==> config.mk <==
export PLATFORM = sky130hd
export DESIGN_NAME = lpf_frame_sequencer
export DESIGN_NICKNAME = d
export VERILOG_FILES = /design/src/rtl/lpf_frame_sequencer.sv
export SDC_FILE = /design/constraint.sdc
export NUM_CORES = 1
export LEC_CHECK = 0
export BUFFER_PORTS_ARGS = -buffer_cell sky130_fd_sc_hd__buf_4
export CAP_MARGIN = 20
export CORE_MARGIN = 2
export CORE_UTILIZATION = 50
export CTS_CLUSTER_DIAMETER = 200
export DETAILED_ROUTE_END_ITERATION = 10
export GPL_ROUTABILITY_DRIVEN = 0
export HOLD_SLACK_MARGIN = 0.05
export PLACE_DENSITY = 0.77
export SLEW_MARGIN = 20
export SYNTH_ARGS = -nofsm -noshare
export SYNTH_HDL_FRONTEND = slang
export SYNTH_SLANG_ARGS = --single-unit
==> constraint.sdc <==
create_clock -name clk -period 6.5 [get_ports clk]
set_input_delay 1.3 -clock clk [delete_from_list [all_inputs] [get_ports clk]]
set_output_delay 1.3 -clock clk [all_outputs]
set_load 0.01 [all_outputs]
==> src/rtl/lpf_frame_sequencer.sv <==
// Frame sequencer for the frequency-domain LPF: per-beat bin index, frame counting, length-error resync.
// Optional macro LPF_SEQ_ERR_CNT_EN adds err_cnt / err_clr.
`timescale 1ns/1ps
module lpf_frame_sequencer #(
  parameter int unsigned FFT_LEN       = 8192,
  parameter int unsigned INDEX_LEN     = 32,
  parameter int unsigned FRAME_CNT_LEN = 32,
  parameter int unsigned INIT_CUTOFF   = FFT_LEN / 2
) (
  input  logic                     clk,
  input  logic                     aresetn,
  input  logic                     s_tvalid,
  input  logic                     s_tlast,
  input  logic [INDEX_LEN-1:0]     cfg_cutoff,
  input  logic                     cfg_valid,
  output logic                     cfg_ready,
  output logic [INDEX_LEN-1:0]     index,
  output logic [INDEX_LEN-1:0]     cutoff,
  output logic [FRAME_CNT_LEN-1:0] frame_cnt,
  output logic                     in_frame,
  output logic                     len_err,
  output logic                     err_short,
  output logic                     err_long,
  output logic [1:0]               dbg_state
`ifdef LPF_SEQ_ERR_CNT_EN
  ,
  input  logic                     err_clr,
  output logic [15:0]              err_cnt
`endif
);

  typedef enum logic [1:0] {
    S_IDLE   = 2'd0,
    S_FRAME  = 2'd1,
    S_RESYNC = 2'd2
  } state_t;

  localparam logic [INDEX_LEN-1:0] LAST   = INDEX_LEN'(FFT_LEN - 1);
  localparam logic                 SINGLE = (FFT_LEN == 1);

  state_t                   r_state;
  logic [INDEX_LEN-1:0]     r_index;
  logic [INDEX_LEN-1:0]     r_cutoff;
  logic [INDEX_LEN-1:0]     r_shadow;
  logic                     r_pending;
  logic                     r_cfg_ready;
  logic [FRAME_CNT_LEN-1:0] r_frame_cnt;
  logic                     r_in_frame;
  logic                     r_len_err;
  logic                     r_err_short;
  logic                     r_err_long;

  logic                 w_at_last;
  logic                 w_beat_end;
  logic                 w_good;
  logic                 w_short;
  logic                 w_long;
  logic                 w_err;
  logic                 w_close;
  logic                 w_apply;
  logic                 w_xfer;
  logic [INDEX_LEN-1:0] w_clamped;

  assign w_at_last  = (r_index == LAST);
  assign w_beat_end = s_tvalid && s_tlast;
  assign w_good     = w_beat_end && ((r_state == S_FRAME && w_at_last) || (r_state == S_IDLE && SINGLE));
  assign w_short    = w_beat_end && ((r_state == S_FRAME && !w_at_last) || (r_state == S_IDLE && !SINGLE));
  assign w_long     = s_tvalid && !s_tlast &&
                      ((r_state == S_FRAME && w_at_last) || (r_state == S_IDLE && SINGLE));
  assign w_err      = w_short || w_long;
  // A frame closes on any tlast seen while a frame is open; an early tlast in IDLE opens nothing.
  assign w_close    = w_beat_end && (r_state == S_FRAME || r_state == S_RESYNC || (r_state == S_IDLE && SINGLE));

  // cfg handshake: a request transfers on an edge where cfg_valid && cfg_ready; cfg_ready then
  // stays low until the shadow value is applied, so at most one request is ever outstanding.
  assign w_xfer     = cfg_valid && r_cfg_ready;
  assign w_apply    = r_pending && (w_close || (r_state == S_IDLE && !s_tvalid));
  assign w_clamped  = (cfg_cutoff > LAST) ? LAST : cfg_cutoff;

  always_ff @(posedge clk or negedge aresetn) begin
    if (!aresetn) begin
      r_state     <= S_IDLE;
      r_index     <= '0;
      r_cutoff    <= INDEX_LEN'(INIT_CUTOFF);
      r_shadow    <= '0;
      r_pending   <= 1'b0;
      r_cfg_ready <= 1'b1;
      r_frame_cnt <= '0;
      r_in_frame  <= 1'b0;
      r_len_err   <= 1'b0;
      r_err_short <= 1'b0;
      r_err_long  <= 1'b0;
    end else begin
      r_len_err <= w_err;
      if (w_good) r_frame_cnt <= r_frame_cnt + FRAME_CNT_LEN'(1);
`ifdef LPF_SEQ_ERR_CNT_EN
      if (err_clr) begin
        r_err_short <= 1'b0;
        r_err_long  <= 1'b0;
      end else begin
        if (w_short) r_err_short <= 1'b1;
        if (w_long)  r_err_long  <= 1'b1;
      end
`else
      if (w_short) r_err_short <= 1'b1;
      if (w_long)  r_err_long  <= 1'b1;
`endif
      if (w_xfer) begin
        r_shadow    <= w_clamped;
        r_pending   <= 1'b1;
        r_cfg_ready <= 1'b0;
      end else if (w_apply) begin
        r_cutoff    <= r_shadow;
        r_pending   <= 1'b0;
        r_cfg_ready <= 1'b1;
      end

      case (r_state)
        S_IDLE: begin
          if (s_tvalid && !s_tlast) begin
            r_in_frame <= 1'b1;
            if (SINGLE) begin
              r_state <= S_RESYNC;
            end else begin
              r_state <= S_FRAME;
              r_index <= INDEX_LEN'(1);
            end
          end
        end
        S_FRAME: begin
          if (s_tvalid) begin
            if (s_tlast) begin
              r_state    <= S_IDLE;
              r_index    <= '0;
              r_in_frame <= 1'b0;
            end else if (w_at_last) begin
              r_state <= S_RESYNC;
            end else begin
              r_index <= r_index + INDEX_LEN'(1);
            end
          end
        end
        S_RESYNC: begin
          if (w_beat_end) begin
            r_state    <= S_IDLE;
            r_index    <= '0;
            r_in_frame <= 1'b0;
          end
        end
        default: begin
          r_state    <= S_IDLE;
          r_index    <= '0;
          r_in_frame <= 1'b0;
        end
      endcase
    end
  end

`ifdef LPF_SEQ_ERR_CNT_EN
  logic [15:0] r_err_cnt;

  always_ff @(posedge clk or negedge aresetn) begin
    if (!aresetn) begin
      r_err_cnt <= '0;
    end else if (err_clr) begin
      r_err_cnt <= w_err ? 16'd1 : 16'd0;
    end else if (w_err && r_err_cnt != 16'hFFFF) begin
      r_err_cnt <= r_err_cnt + 16'd1;
    end
  end

  assign err_cnt = r_err_cnt;
`endif

  assign cfg_ready = r_cfg_ready;
  assign index     = r_index;
  assign cutoff    = r_cutoff;
  assign frame_cnt = r_frame_cnt;
  assign in_frame  = r_in_frame;
  assign len_err   = r_len_err;
  assign err_short = r_err_short;
  assign err_long  = r_err_long;
  assign dbg_state = r_state;

endmodule
==> metrics.yaml <==
outcome:
  status: "finished, final reports clean"
floorplanning:
  design.core.area_mm2: 0.01196
  die_w_um: 114.7
  start_util_pct: 51.19
  ios: 140
  die_y_um: 114.7
  rows: 40
  die_area_mm2: 0.01315
global_route:
  grt_usage_pct: 23.69
  grt_overflow: 0
  use_met2_pct: 36.33
  grt_pass1_vias: 4752
  grt_pass1_wl_um: 24320
  grt_max_degree: 74
  gr-usage-met1_pct: 33.05
  grt_use_met3_pct: 6.141
  busiest_layer: "met2"
  antenna_found_initial: 0
sta:
  worst_slew_pin_slew_ps: 1041
  maxSlewViolCount: 0
  fin_crit_sh_pct: 49.00
  fin_skew_ps: 7.054
  finalCriticalPeriod_ps: 3185
  setup_violations: 0
  max_clock_freq_mhz: 314.0
  fin_tns_setup_ps: 0
  final_hold_viol_count: 0
  max-slew-margin-rel_pct: 30.02
  rsz0062_at_grt: "no"
setup_path:
  path_cells: "ha_1 > nand3_1 > or4_4 > nor4_2 > nand4_1 > xnor2_1"
  startpoint: "index[0]"
  cp_num_buf_inv: 0
  cp_slowest_stage_delay_ps: 910
  reg2reg_slack_ps: 3320
  crit_fanout: 11
  crit_type: "flop to flop"
  r2r-start: "index[0]"
  slowest_stage: "nor4_2"
  arrival_ps: 3490
  crit_required_ps: 6800
  start_kind: "flop"
  cp_top_family: "simple AND/OR/NAND/NOR gates"
  crit_path_end_kind: "flop"
clocking:
  clock_sinks: 136
  cts_resized: 0
  cts_htree_levels: 4
  cts_tree: "done"
  cts_made_buffers: 17
  cts_buffer_depth: 2
  post_cts_buffers: 0
  insertion_delay_ps: 420
  clkTransAtPathRegs_ps: 60
  ctsHoldBuffers: 0
  clockRootBuffer: "clkbuf_16"
pwr:
  p_sw_share_pct: 27.12
  p_per_area_mw_per_mm2: 302.3
  pwr-share-seq_pct: 42.0
  p_int_mw: 1.739
  power.switching_mw: 0.6472
  p_comb_share_pct: 17.2
  pwr-share-clk_pct: 40.8
  max-vdd-ir-drop_mv: 0.1517
  power_leakage_nw: 3.727
synthesis:
  synth_seq_cells: 136
  netlist_top_cells_area: "dfrtp_1 55%, mux2_2 6.1%, xnor2_1 3.1%, nand3_1 2.9%, nand2_1 2.5%"
  post-synth-top-count-cell: "dfrtp_1"
  yosys.cell_types.count: 54
  syn_nets: 578
  syn_avg_cell_area_um2: 11.42
  synth_edf_count: 0
  synthFlopType: "dfrtp_1"
  synth_cells: 536
  syn_area_mm2: 0.006123
  yosys_warnings: 0
  synthTopCellsByCount: "134 x dfrtp_1, 40 x nand2_1, 36 x nand3_1"
  synth_top_area_share_pct: 54.76
  synth_top_area_cell: "dfrtp_1"
  synthArstFlopShare_pct: 100.0
  synth_seq_area_share_pct: 55.62
detailed_routing:
  dr.first_iter.drc_count: 468
  wl_per_cell_um: 17.73
  drc: 0
  via_per_inst: 5.855
  dr.pass1.iters: 5
  antenna_left: 0
  vias: 4871
  drt_wl_total_um: 14750
worst_hold_path:
  hold_class: "flop to flop"
  min_from: "frame_cnt[31]"
cells_and_area:
  finalNonFillerCells: 832
  drive_gt1_share_pct: 33.72
  final_core_util_pct: 65.98
  antenna_cells: 0
  fin_nets: 714
  syn2layout_area_growth_pct: 28.89
placement:
  port_buffers: 139
  dp.cells: 800
  dp_hpwl_um: 10080
run:
  maxCapViolCount: 0
## registers in the layout, summed over array words and instances (netlist names)
signal	count
in_frame	1
err_short	1
len_err	1
r_pending	1
dbg_state	2
index	32
err_long	1
cutoff	32
cfg_ready	1
r_shadow	32
frame_cnt	32
## layout make-up
| cell class | instances | area (µm²) |
|---|---|---|
| Multi-Input combinational cell | 363 | 2575 |
| Timing Repair Buffer | 146 | 1096 |
| Inverter | 8 | 30.03 |
| Clock buffer | 18 | 429.2 |
| Sequential cell | 136 | 3406 |
| Tap cell | 147 | 183.9 |
| Clock inverter | 14 | 172.7 |
| Fill cell | 931 | 4069 |
## logic make-up (layout without fill, tap and decap cells)
family	Yosys count	in the layout	share of synthesized area, %
AOI/OAI and AO/OA	99	99	11.38
xor gates and xnor gates	31	31	4.434
adders and majority gates	5	5	1.022
buffers and inverters	37	186	2.432
DFF	136	136	55.62
muxes	34	34	6.232
and+or+nand+nor	194	194	18.88
## power by group through the flow
stage,clock network [mW],registers (mW),logic [mW]
floorplan,0,1.03,0.211
global placement,0,1.01,0.397
detailed placement,0,1.02,0.409
CTS,0.987,1.00,0.412
global route,1.03,1.01,0.448
finish,0.974,1.00,0.411
## worst register-to-register path, delay by kind of cell, from the launching register on
family,cells,cell delay (ps)
xor+xnor,1,170
flops,1,490
simple gates,4,2170
fa+ha+maj,1,240
## through the flow
stage / hold slack (ps) / instance area [µm²] / worst slack [ps] / total power, mW
floorplan: 449.4 / 6123 / 3701 / 1.237
global placement: 461.8 / 7291 / 3209 / 1.408
detailed placement: 458.5 / 7291 / 3076 / 1.424
CTS: 475.9 / 7893 / 3324 / 2.400
global route: 496.2 / 7893 / 3090 / 2.492
finish: 470.9 / 7893 / 3315 / 2.386
## layout by cell type, fill, tap and decap left out, types with 14 or more instances in the layout
cell type  count
and2_1        21
and3_1        14
buf_4        146
clkbuf_16     17
dfrtp_1      134
mux2_2        33
nand2_1       40
nand3_1       36
nand4_1       18
o21ai_0       22
o22a_1        15
xnor2_1       22
## final timing paths
kind,to,cells past startpoint
setup / recovery,frame_cnt[24],6
hold reg to reg,frame_cnt[31],1
min in group asynchronous,r_shadow[24],1
hold / removal,frame_cnt[31],1
max in group asynchronous,len_err,2
setup reg to reg,frame_cnt[24],6
## per-layer routing
metal	share of wire, %	up-vias
met5	0	-
met2	48	200
met3	5.9	25
met4	1.9	0
li1	-	2270
met1	44	2376
Power figures use the tool's default switching activity.
